File: config.mk
export PLATFORM = sky130hd
export DESIGN_NAME = imul_wb_queue_flat
export DESIGN_NICKNAME = d
export VERILOG_FILES = /design/src/rtl/imul_wb_queue_if.sv /design/src/rtl/imul_wb_queue.sv /design/src/flat_wrapper.sv
export SDC_FILE = /design/constraint.sdc
export NUM_CORES = 1
export LEC_CHECK = 0
export BUFFER_PORTS_ARGS = -buffer_cell sky130_fd_sc_hd__buf_4
export CORE_UTILIZATION = 50
export DETAILED_ROUTE_END_ITERATION = 16
export GPL_ROUTABILITY_DRIVEN = 0
export PLACE_DENSITY_LB_ADDON = 0.25
export SYNTH_ARGS = -nofsm -noshare
export SYNTH_HDL_FRONTEND = slang
export SYNTH_SLANG_ARGS = --single-unit
File: constraint.sdc
create_clock -name clk -period 5.8 [get_ports clk]
set_input_delay 0.87 -clock clk [delete_from_list [all_inputs] [get_ports clk]]
set_output_delay 0.87 -clock clk [all_outputs]
set_load 0.01 [all_outputs]
File: src/rtl/imul_wb_queue_if.sv
// Issue, multiplier-result and writeback signals shared by the multiply writeback queue
// and the logic around it (scheduler, multiplier, writeback arbiter).
interface imul_wb_queue_if #(
  parameter int TAGW  = 9,
  parameter int DEPTH = 4
);
  localparam int CW = $clog2(DEPTH) + 1;

  logic            issue_en;
  logic [TAGW-1:0] issue_tag;
  logic            issue_ready;
  logic [64:0]     mul_res;
  logic [5:0]      mul_flg;
  logic            wb_valid;
  logic [TAGW-1:0] wb_tag;
  logic [64:0]     wb_data;
  logic [5:0]      wb_flg;
  logic            wb_ack;
  logic [CW-1:0]   count;

  modport master (
    output issue_en, issue_tag, mul_res, mul_flg, wb_ack,
    input  issue_ready, wb_valid, wb_tag, wb_data, wb_flg, count
  );

  modport slave (
    input  issue_en, issue_tag, mul_res, mul_flg, wb_ack,
    output issue_ready, wb_valid, wb_tag, wb_data, wb_flg, count
  );
endinterface

File: src/rtl/imul_wb_queue.sv
// Multiply writeback queue: follows issued tags through the multiplier latency, captures
// result and late flags into a FIFO, and presents entries in issue order with credit back.
module imul_wb_queue_chk #(
  parameter int DEPTH = 4,
  parameter int CW    = 3
) (
  input logic          clk,
  input logic          rst,
  input logic          issue_en,
  input logic          issue_ready,
  input logic          capture,
  input logic          pop,
  input logic [CW-1:0] count
);
  a_issue_dropped: assert property (@(posedge clk) disable iff (rst) !(issue_en && !issue_ready))
    else $warning("issue_en seen while issue_ready low; op dropped");
  a_no_overflow: assert property (@(posedge clk) disable iff (rst) !(capture && count == CW'(DEPTH)))
    else $error("capture into a full writeback queue");
  a_count_range: assert property (@(posedge clk) disable iff (rst) count <= CW'(DEPTH))
    else $error("writeback queue count out of range");
  a_no_underflow: assert property (@(posedge clk) disable iff (rst) !(pop && count == '0))
    else $error("pop from an empty writeback queue");
endmodule

module imul_wb_queue #(
  parameter int LAT   = 2,
  parameter int DEPTH = 4,
  parameter int TAGW  = 9
) (
  input logic           clk,
  input logic           rst,
  input logic           clkEn,
  imul_wb_queue_if.slave bus
);
  localparam int AW = $clog2(DEPTH);
  localparam int CW = AW + 1;
  localparam int IW = $clog2(LAT + 1);
  localparam int OW = CW + IW + 1;

  logic [LAT-1:0]  pv_r;
  logic [TAGW-1:0] pt_r [LAT];
  logic [TAGW-1:0] q_tag_r  [DEPTH];
  logic [64:0]     q_data_r [DEPTH];
  logic [5:0]      q_flg_r  [DEPTH];
  logic [AW-1:0]   head_r;
  logic [AW-1:0]   tail_r;
  logic [AW-1:0]   pend_idx_r;
  logic            pend_r;
  logic [CW-1:0]   count_r;

  logic [IW-1:0]   inflight_s;
  logic [OW-1:0]   occ_s;
  logic            issue_ready_s;
  logic            capture_s;
  logic            head_pend_s;
  logic            wb_valid_s;
  logic            pop_s;

  // Count ops still travelling through the multiplier.
  always_comb begin
    inflight_s = '0;
    for (int i = 0; i < LAT; i++) begin
      inflight_s = inflight_s + IW'(pv_r[i]);
    end
  end

  // Credit, capture and presentation decisions, all from registered state.
  always_comb begin
    occ_s         = OW'(count_r) + OW'(inflight_s);
    issue_ready_s = (occ_s < OW'(DEPTH));
    capture_s     = clkEn & pv_r[LAT-1];
    head_pend_s   = pend_r && (pend_idx_r == head_r);
    wb_valid_s    = (count_r != '0) && !head_pend_s;
    pop_s         = wb_valid_s & bus.wb_ack;
  end

  // Tag pipe mirrors the multiplier: advances only on clkEn.
  always_ff @(posedge clk) begin
    if (rst) begin
      pv_r <= '0;
      for (int i = 0; i < LAT; i++) pt_r[i] <= '0;
    end else if (clkEn) begin
      pv_r[0] <= bus.issue_en & issue_ready_s;
      pt_r[0] <= bus.issue_tag;
      for (int i = 1; i < LAT; i++) begin
        pv_r[i] <= pv_r[i-1];
        pt_r[i] <= pt_r[i-1];
      end
    end
  end

  // Entry storage; flags trail the result by one clk regardless of clkEn.
  always_ff @(posedge clk) begin
    if (rst) begin
      for (int i = 0; i < DEPTH; i++) begin
        q_tag_r[i]  <= '0;
        q_data_r[i] <= '0;
        q_flg_r[i]  <= '0;
      end
    end else begin
      if (capture_s) begin
        q_tag_r[tail_r]  <= pt_r[LAT-1];
        q_data_r[tail_r] <= bus.mul_res;
      end
      if (pend_r) q_flg_r[pend_idx_r] <= bus.mul_flg;
    end
  end

  // FIFO pointers, occupancy and the single pending-flag slot.
  always_ff @(posedge clk) begin
    if (rst) begin
      head_r     <= '0;
      tail_r     <= '0;
      pend_idx_r <= '0;
      pend_r     <= 1'b0;
      count_r    <= '0;
    end else begin
      if (capture_s) begin
        tail_r     <= tail_r + AW'(1);
        pend_idx_r <= tail_r;
      end
      if (pop_s) head_r <= head_r + AW'(1);
      pend_r <= capture_s;
      case ({capture_s, pop_s})
        2'b10:   count_r <= count_r + CW'(1);
        2'b01:   count_r <= count_r - CW'(1);
        default: count_r <= count_r;
      endcase
    end
  end

  assign bus.issue_ready = issue_ready_s;
  assign bus.wb_valid    = wb_valid_s;
  assign bus.wb_tag      = wb_valid_s ? q_tag_r[head_r]  : '0;
  assign bus.wb_data     = wb_valid_s ? q_data_r[head_r] : 65'h0;
  assign bus.wb_flg      = wb_valid_s ? q_flg_r[head_r]  : 6'h00;
  assign bus.count       = count_r;

  imul_wb_queue_chk #(.DEPTH(DEPTH), .CW(CW)) u_chk (
    .clk         (clk),
    .rst         (rst),
    .issue_en    (bus.issue_en),
    .issue_ready (issue_ready_s),
    .capture     (capture_s),
    .pop         (pop_s),
    .count       (count_r)
  );
endmodule

File: src/flat_wrapper.sv
// flat-port wrapper written by rule: the top's interface ports become plain ports
module imul_wb_queue_flat 
#(
  parameter int LAT   = 2,
  parameter int DEPTH = 4,
  parameter int TAGW  = 9
)
  (clk, rst, clkEn, bus_issue_en, bus_issue_tag, bus_mul_res, bus_mul_flg, bus_wb_ack, bus_issue_ready, bus_wb_valid, bus_wb_tag, bus_wb_data, bus_wb_flg, bus_count);
  imul_wb_queue_if #(.TAGW(TAGW), .DEPTH(DEPTH)) bus_i ();
  input logic clk;
  input logic rst;
  input logic clkEn;
  input wire logic [$bits(bus_i.issue_en)-1:0] bus_issue_en;
  input wire logic [$bits(bus_i.issue_tag)-1:0] bus_issue_tag;
  input wire logic [$bits(bus_i.mul_res)-1:0] bus_mul_res;
  input wire logic [$bits(bus_i.mul_flg)-1:0] bus_mul_flg;
  input wire logic [$bits(bus_i.wb_ack)-1:0] bus_wb_ack;
  output wire logic [$bits(bus_i.issue_ready)-1:0] bus_issue_ready;
  output wire logic [$bits(bus_i.wb_valid)-1:0] bus_wb_valid;
  output wire logic [$bits(bus_i.wb_tag)-1:0] bus_wb_tag;
  output wire logic [$bits(bus_i.wb_data)-1:0] bus_wb_data;
  output wire logic [$bits(bus_i.wb_flg)-1:0] bus_wb_flg;
  output wire logic [$bits(bus_i.count)-1:0] bus_count;
  assign bus_i.issue_en = bus_issue_en;
  assign bus_i.issue_tag = bus_issue_tag;
  assign bus_i.mul_res = bus_mul_res;
  assign bus_i.mul_flg = bus_mul_flg;
  assign bus_i.wb_ack = bus_wb_ack;
  assign bus_issue_ready = bus_i.issue_ready;
  assign bus_wb_valid = bus_i.wb_valid;
  assign bus_wb_tag = bus_i.wb_tag;
  assign bus_wb_data = bus_i.wb_data;
  assign bus_wb_flg = bus_i.wb_flg;
  assign bus_count = bus_i.count;
  imul_wb_queue #(.LAT(LAT), .DEPTH(DEPTH), .TAGW(TAGW)) u_core (.clk(clk), .rst(rst), .clkEn(clkEn), .bus(bus_i));
endmodule
* Yosys cells after proc, flatten, opt, wreduce, memory -nomap -nowiden *
Memories as Yosys holds them, arrays and structs flattened. A register that Yosys moved wholly into a read port is not among the register bits.
Cells that the tools add are included.

operators by class
  eq/ne operators = 3
  bitwise gates (word level) = 5
  $add $sub $neg = 6
  reductions and logical operators = 8
  multiplexer cells = 32
  order comparisons = 1

operators with widths
  cell                                                        number
  2-to-1 mux 65 bit                                           2
  OR reduction 65 bit                                         1
  2-to-1 mux 9 bit                                            4
  2-to-1 mux 2 bit                                            9
  2-to-1 mux 1 bit                                            14
  2-to-1 mux 6 bit                                            2
  OR reduction 9 bit                                          1
  less-than comparator 6 x 3 -> 1 bit, second input constant  1
  case mux 3 bit (2 select lines)                             1
  OR reduction 6 bit                                          1
  adder 2 x 1 -> 2 bit, second input constant                 2
  adder 3 x 2 -> 4 bit                                        1
  adder 3 x 1 -> 3 bit, second input constant                 1
  bitwise AND 1 bit                                           3
  nonzero test 3 bit                                          1
  subtractor 3 x 1 -> 3 bit, second input constant            1
  adder 1 x 1 -> 2 bit                                        1
  == test 2 x 1 -> 1 bit, second input constant               1
  == test 2 bit                                               1
  == test 2 bit, second input constant                        1
  logical AND 1 bit                                           2
  OR 1 bit                                                    2
  nonzero test 2 bit                                          1
  logical NOT 1 bit                                           1

storage, ports and cells
  input port bits = 85
  word-level logic and storage cells = 65
  memories = 4
  output and inout bits = 85
  memory bits (writable) = 338
  bits in registers = 12

memories
  name             words  width  read ports  clocked after memory_dff  write ports  line                 source
  u_core.q_data_r  4      65     1           1                         4            imul_wb_queue.sv:43  logic [64:0] q_data_r [DEPTH];
  u_core.q_tag_r   4      9      1           1                         4            imul_wb_queue.sv:42  logic [TAGW-1:0] q_tag_r [DEPTH];
  u_core.q_flg_r   4      6      1           1                         4            imul_wb_queue.sv:44  logic [5:0] q_flg_r [DEPTH];
  u_core.pt_r      2      9      2           0                         2            imul_wb_queue.sv:41  logic [TAGW-1:0] pt_r [LAT];

* Longest topological paths before layout *
  depth in word-level cells = 7
  mapped depth = 8

* Worst setup path after synthesis *
No wires, ideal clock.

  path kind = input to register
  start point = input port rst
  end point = memory u_core.q_data_r[3][0], enable pin
  path buffers = 1
  setup slack = 2,608 ps
  library setup time = 436 ps
  data arrival time = 2,756 ps
  cell stages on the path = 2
  data required time = 5,364 ps
  cells stage by stage = clkbuf_1 -> a41o_1

RTL lines
  what         line                 source
  from (decl)  flat_wrapper.sv:11   input logic rst;
  to (decl)    imul_wb_queue.sv:43

* Worst setup path in the final report *
  start point = register u_core.pend_idx_r[1]
  end point = output port bus_wb_tag[8]

between the ends
  cells in the longest elaborated chain, start to end = 5

ends and longest elaborated chain
  what                    line                  source
  from (decl)             imul_wb_queue.sv:47   logic [AW-1:0] pend_idx_r;
  from (signal assigned)  imul_wb_queue.sv:120  pend_idx_r <= tail_r;
  == test 2 bit           imul_wb_queue.sv:72   head_pend_s = pend_r && (pend_idx_r == head_r);
  logical AND 1 bit       imul_wb_queue.sv:72
  logical NOT 1 bit       imul_wb_queue.sv:73   wb_valid_s = (count_r != '0) && !head_pend_s;
  logical AND 1 bit       imul_wb_queue.sv:73
  2-to-1 mux 9 bit        imul_wb_queue.sv:134  assign bus.wb_tag = wb_valid_s ? q_tag_r[head_r] : '0;
  to (decl)               flat_wrapper.sv:20    output wire logic [$bits(bus_i.wb_tag)-1:0] bus_wb_tag;

No other way between the ends.

==> impl_metrics.json <==
{
  "stdcell_area_um2": 18400,
  "cellPowerDensity_nw_per_um2": 297.8,
  "tightestPinTransition_ns": 0.8805,
  "total_power_mw": 5.479,
  "critPathMaxFanout": 64,
  "drive_gt1_share_pct": 28.61,
  "antenna_left": 0,
  "wl_um": 32000,
  "grt_pass1_vias": 8423,
  "max-vdd-ir-drop_uv": 192.0,
  "setup_violations": 0,
  "fp-row-count": 64,
  "clk_pin_slew_worst_paths_ns": 0.06,
  "period_minus_slack_ns": 3.758,
  "io_pins": 170,
  "hold_buffers": 0,
  "worst-r2r-setup-slack_ns": 2.97,
  "fillCellCount": 2385,
  "synth_fp_nets": 1072,
  "drt_iter0_markers": 720,
  "dp_hpwl_um": 18360,
  "reg2reg_depth": 4,
  "syn_avg_cell_area_um2": 15.92,
  "hold_viol": 0,
  "track_usage_pct": 20.76,
  "grt_max_degree": 76,
  "hold_depth": 2,
  "placed_area_um2": 17250,
  "synthCells": 984,
  "post_drt_wl_per_cell_um": 20.51,
  "nets": 1229,
  "grt_pass1_wl_um": 48760,
  "htree_levels": 2,
  "r2r-end": "u_core.q_data_r[0][42]$_SDFFCE_PN0P_",
  "ys_seq_area_share_pct": 66.60,
  "clockRootBuffer": "clkbuf_16",
  "synth_area_um2": 15660,
  "core_area_um2": 30670,
  "holdCritPathClass": "reg2reg",
  "critPathLaunchType": "flip-flop",
  "synth_ff_type": "edfxtp_1",
  "die_h_um": 179.0,
  "cts_resized": 0,
  "critical_path_arrival_ns": 2.89,
  "vias": 8362,
  "min_to": "u_core.pv_r[0]$_SDFFE_PP0P_",
  "grt_setup_unrepaired": "no",
  "synth-edff-count": 338,
  "fp.dieArea_um2": 32030,
  "ys_warn_count": 0,
  "post-cts-setup-buffers": 0,
  "status": "completed",
  "slew_violations": 0,
  "drc": 0,
  "clk_path_buf_depth": 3,
  "fmax_mhz": 266.1,
  "initial_utilization_pct": 51.06,
  "fin_crit_sh_pct": 64.78,
  "cts_tree": "done",
  "clock_latency_ns": 0.50,
  "ys_ff_latch": 352,
  "via_per_inst": 5.360,
  "cp-end-kind": "output pin",
  "overflow": 0,
  "area_growth_pct": 17.47,
  "cp.required_ns": 4.93,
  "finalSetupTns_ns": 0,
  "yosysUniqueCellTypes": 39,
  "slew_headroom_pct": 41.30,
  "die_width_um": 179.0,
  "hold_start": "u_core.pv_r[0]$_SDFFE_PP0P_",
  "critical_path_class": "reg2out",
  "timing.rr.start": "u_core.pv_r[1]$_SDFFE_PP0P_",
  "cts_buffers": 37,
  "drt-pass1-iter-count": 4,
  "p_leak_nw": 6.876,
  "cap_violations": 0,
  "cts_sinks": 352,
  "fin_util_pct": 59.99,
  "synthArstFlopShare_pct": 0,
  "antennaDiodeCount": 0,
  "io_buffers": 169,
  "grt_antenna_before_repair": 1,
  "whs_ns": 0.5014,
  "skew_ns": 0.01579
}
[cell type report]
class                   instances  area (um^2)  area share, %
repair buffers                182         1379          7.495
well taps                     396        495.5          2.693
inverters                       7        26.28         0.1428
flip-flops and latches        352        10440          56.73
clock inverters                17        193.9          1.054
clock buffers                  45        955.9          5.196
multi-input cells             561         4910          26.69
[per-layer routing]
metal  GRT usage (%)  wire (um)  vias up
li1                -          -     3871
met1           29.09      14080     4243
met2           34.85      15950      219
met3           2.863       1565       29
met4           4.202        400        0
met5               0          0        -
[how the worst max path moves through the flow]
stage                                       from                              endpoint  slack [ns]
4_1_cts        u_core.pend_idx_r[1]$_SDFFE_PP0P_                         bus_wb_tag[8]        1.98
2_1_floorplan                                rst       u_core.q_data_r[3][0]$_DFFE_PP_        2.61
6_report       u_core.pend_idx_r[1]$_SDFFE_PP0P_                         bus_wb_tag[8]        2.04
5_1_grt        u_core.pend_idx_r[1]$_SDFFE_PP0P_                         bus_wb_tag[3]        1.80
3_3_place_gp                                 rst  u_core.q_data_r[0][25]$_SDFFCE_PN0P_        2.00
3_5_place_dp                                 rst  u_core.q_data_r[0][40]$_SDFFCE_PN0P_        1.98
[layout by cell type, fill, tap and decap left out, types with 2 or more instances in the layout]
cell type,netlist,final
clkinv_1,0,2
and2_1,338,338
clkinv_2,0,8
a211oi_1,2,2
dfxtp_1,14,12
bufinv_16,0,4
mux4_2,80,80
or2_2,7,4
o311a_1,2,2
inv_1,7,7
clkbuf_16,0,37
nand3_1,2,2
or3_1,2,2
ha_1,2,2
inv_6,0,2
clkbuf_1,24,8
nor2_1,8,7
or2_4,0,3
nor2b_1,82,82
a21oi_1,6,6
dfxtp_4,0,2
and4b_2,0,2
xor2_1,6,6
buf_4,2,181
edfxtp_1,338,338
nand2b_1,2,2
nor3_1,2,2
nand2_1,3,3
[kinds of logic (layout without fill, tap and decap cells)]
| group | count (synthesis) | count (layout) | share of synthesized area (%) |
|---|---|---|---|
| mux | 82 | 82 | 11.64 |
| buf+inv | 71 | 251 | 2.293 |
| simple gates | 452 | 452 | 17.98 |
| fa+ha+maj | 3 | 3 | 0.2876 |
| flops | 352 | 352 | 66.60 |
| xor+xnor | 6 | 6 | 0.3355 |
| compound gates | 18 | 18 | 0.8628 |
[Yosys cell counts (3+ instances only)]
master / instances / area (um^2)
mux4_2: 80 / 1802
xor2_1: 6 / 52.55
or2_2: 7 / 43.79
clkbuf_2: 13 / 65.06
nor2b_1: 82 / 513.0
buf_6: 6 / 67.56
a21oi_1: 6 / 30.03
nand2_1: 3 / 11.26
clkbuf_1: 24 / 90.09
dfxtp_1: 14 / 280.3
buf_2: 19 / 95.09
and2_1: 338 / 2115
edfxtp_1: 338 / 10150
inv_1: 7 / 26.28
nor2_1: 8 / 30.03
[stage by stage]
stage	setup WS (ns)	cells
2_1_floorplan	2.608	984
3_3_place_gp	1.998	1498
3_5_place_dp	1.981	1498
4_1_cts	1.976	1560
5_1_grt	1.800	1560
6_report	2.043	1560
[where the power goes]
group | switching, mW | internal [mW] | leakage (nW) | total (mW)
registers | 0.0351 | 2.87 | 3.62 | 2.91
logic | 0.157 | 0.141 | 2.69 | 0.298
clock network | 0.922 | 1.35 | 0.570 | 2.27
[flip-flops by register name (all words and copies together) (netlist names), named ones only]
register           count
u_core.q_flg_r        24
u_core.q_data_r      260
u_core.bus.count       3
u_core.pend_idx_r      2
u_core.pend_r          1
u_core.pv_r            2
u_core.head_r          2
u_core.pt_r           18
u_core.q_tag_r        36
u_core.tail_r          2
[critical path, cell delays in order, from the launching register on]
cell and delay (ns):
dfxtp_1 0.43, xor2_1 0.17, o31ai_4 0.74, buf_4 0.68, nor2b_1 0.15, buf_4 0.18
No activity file was read; power rests on OpenSTA's default activity.
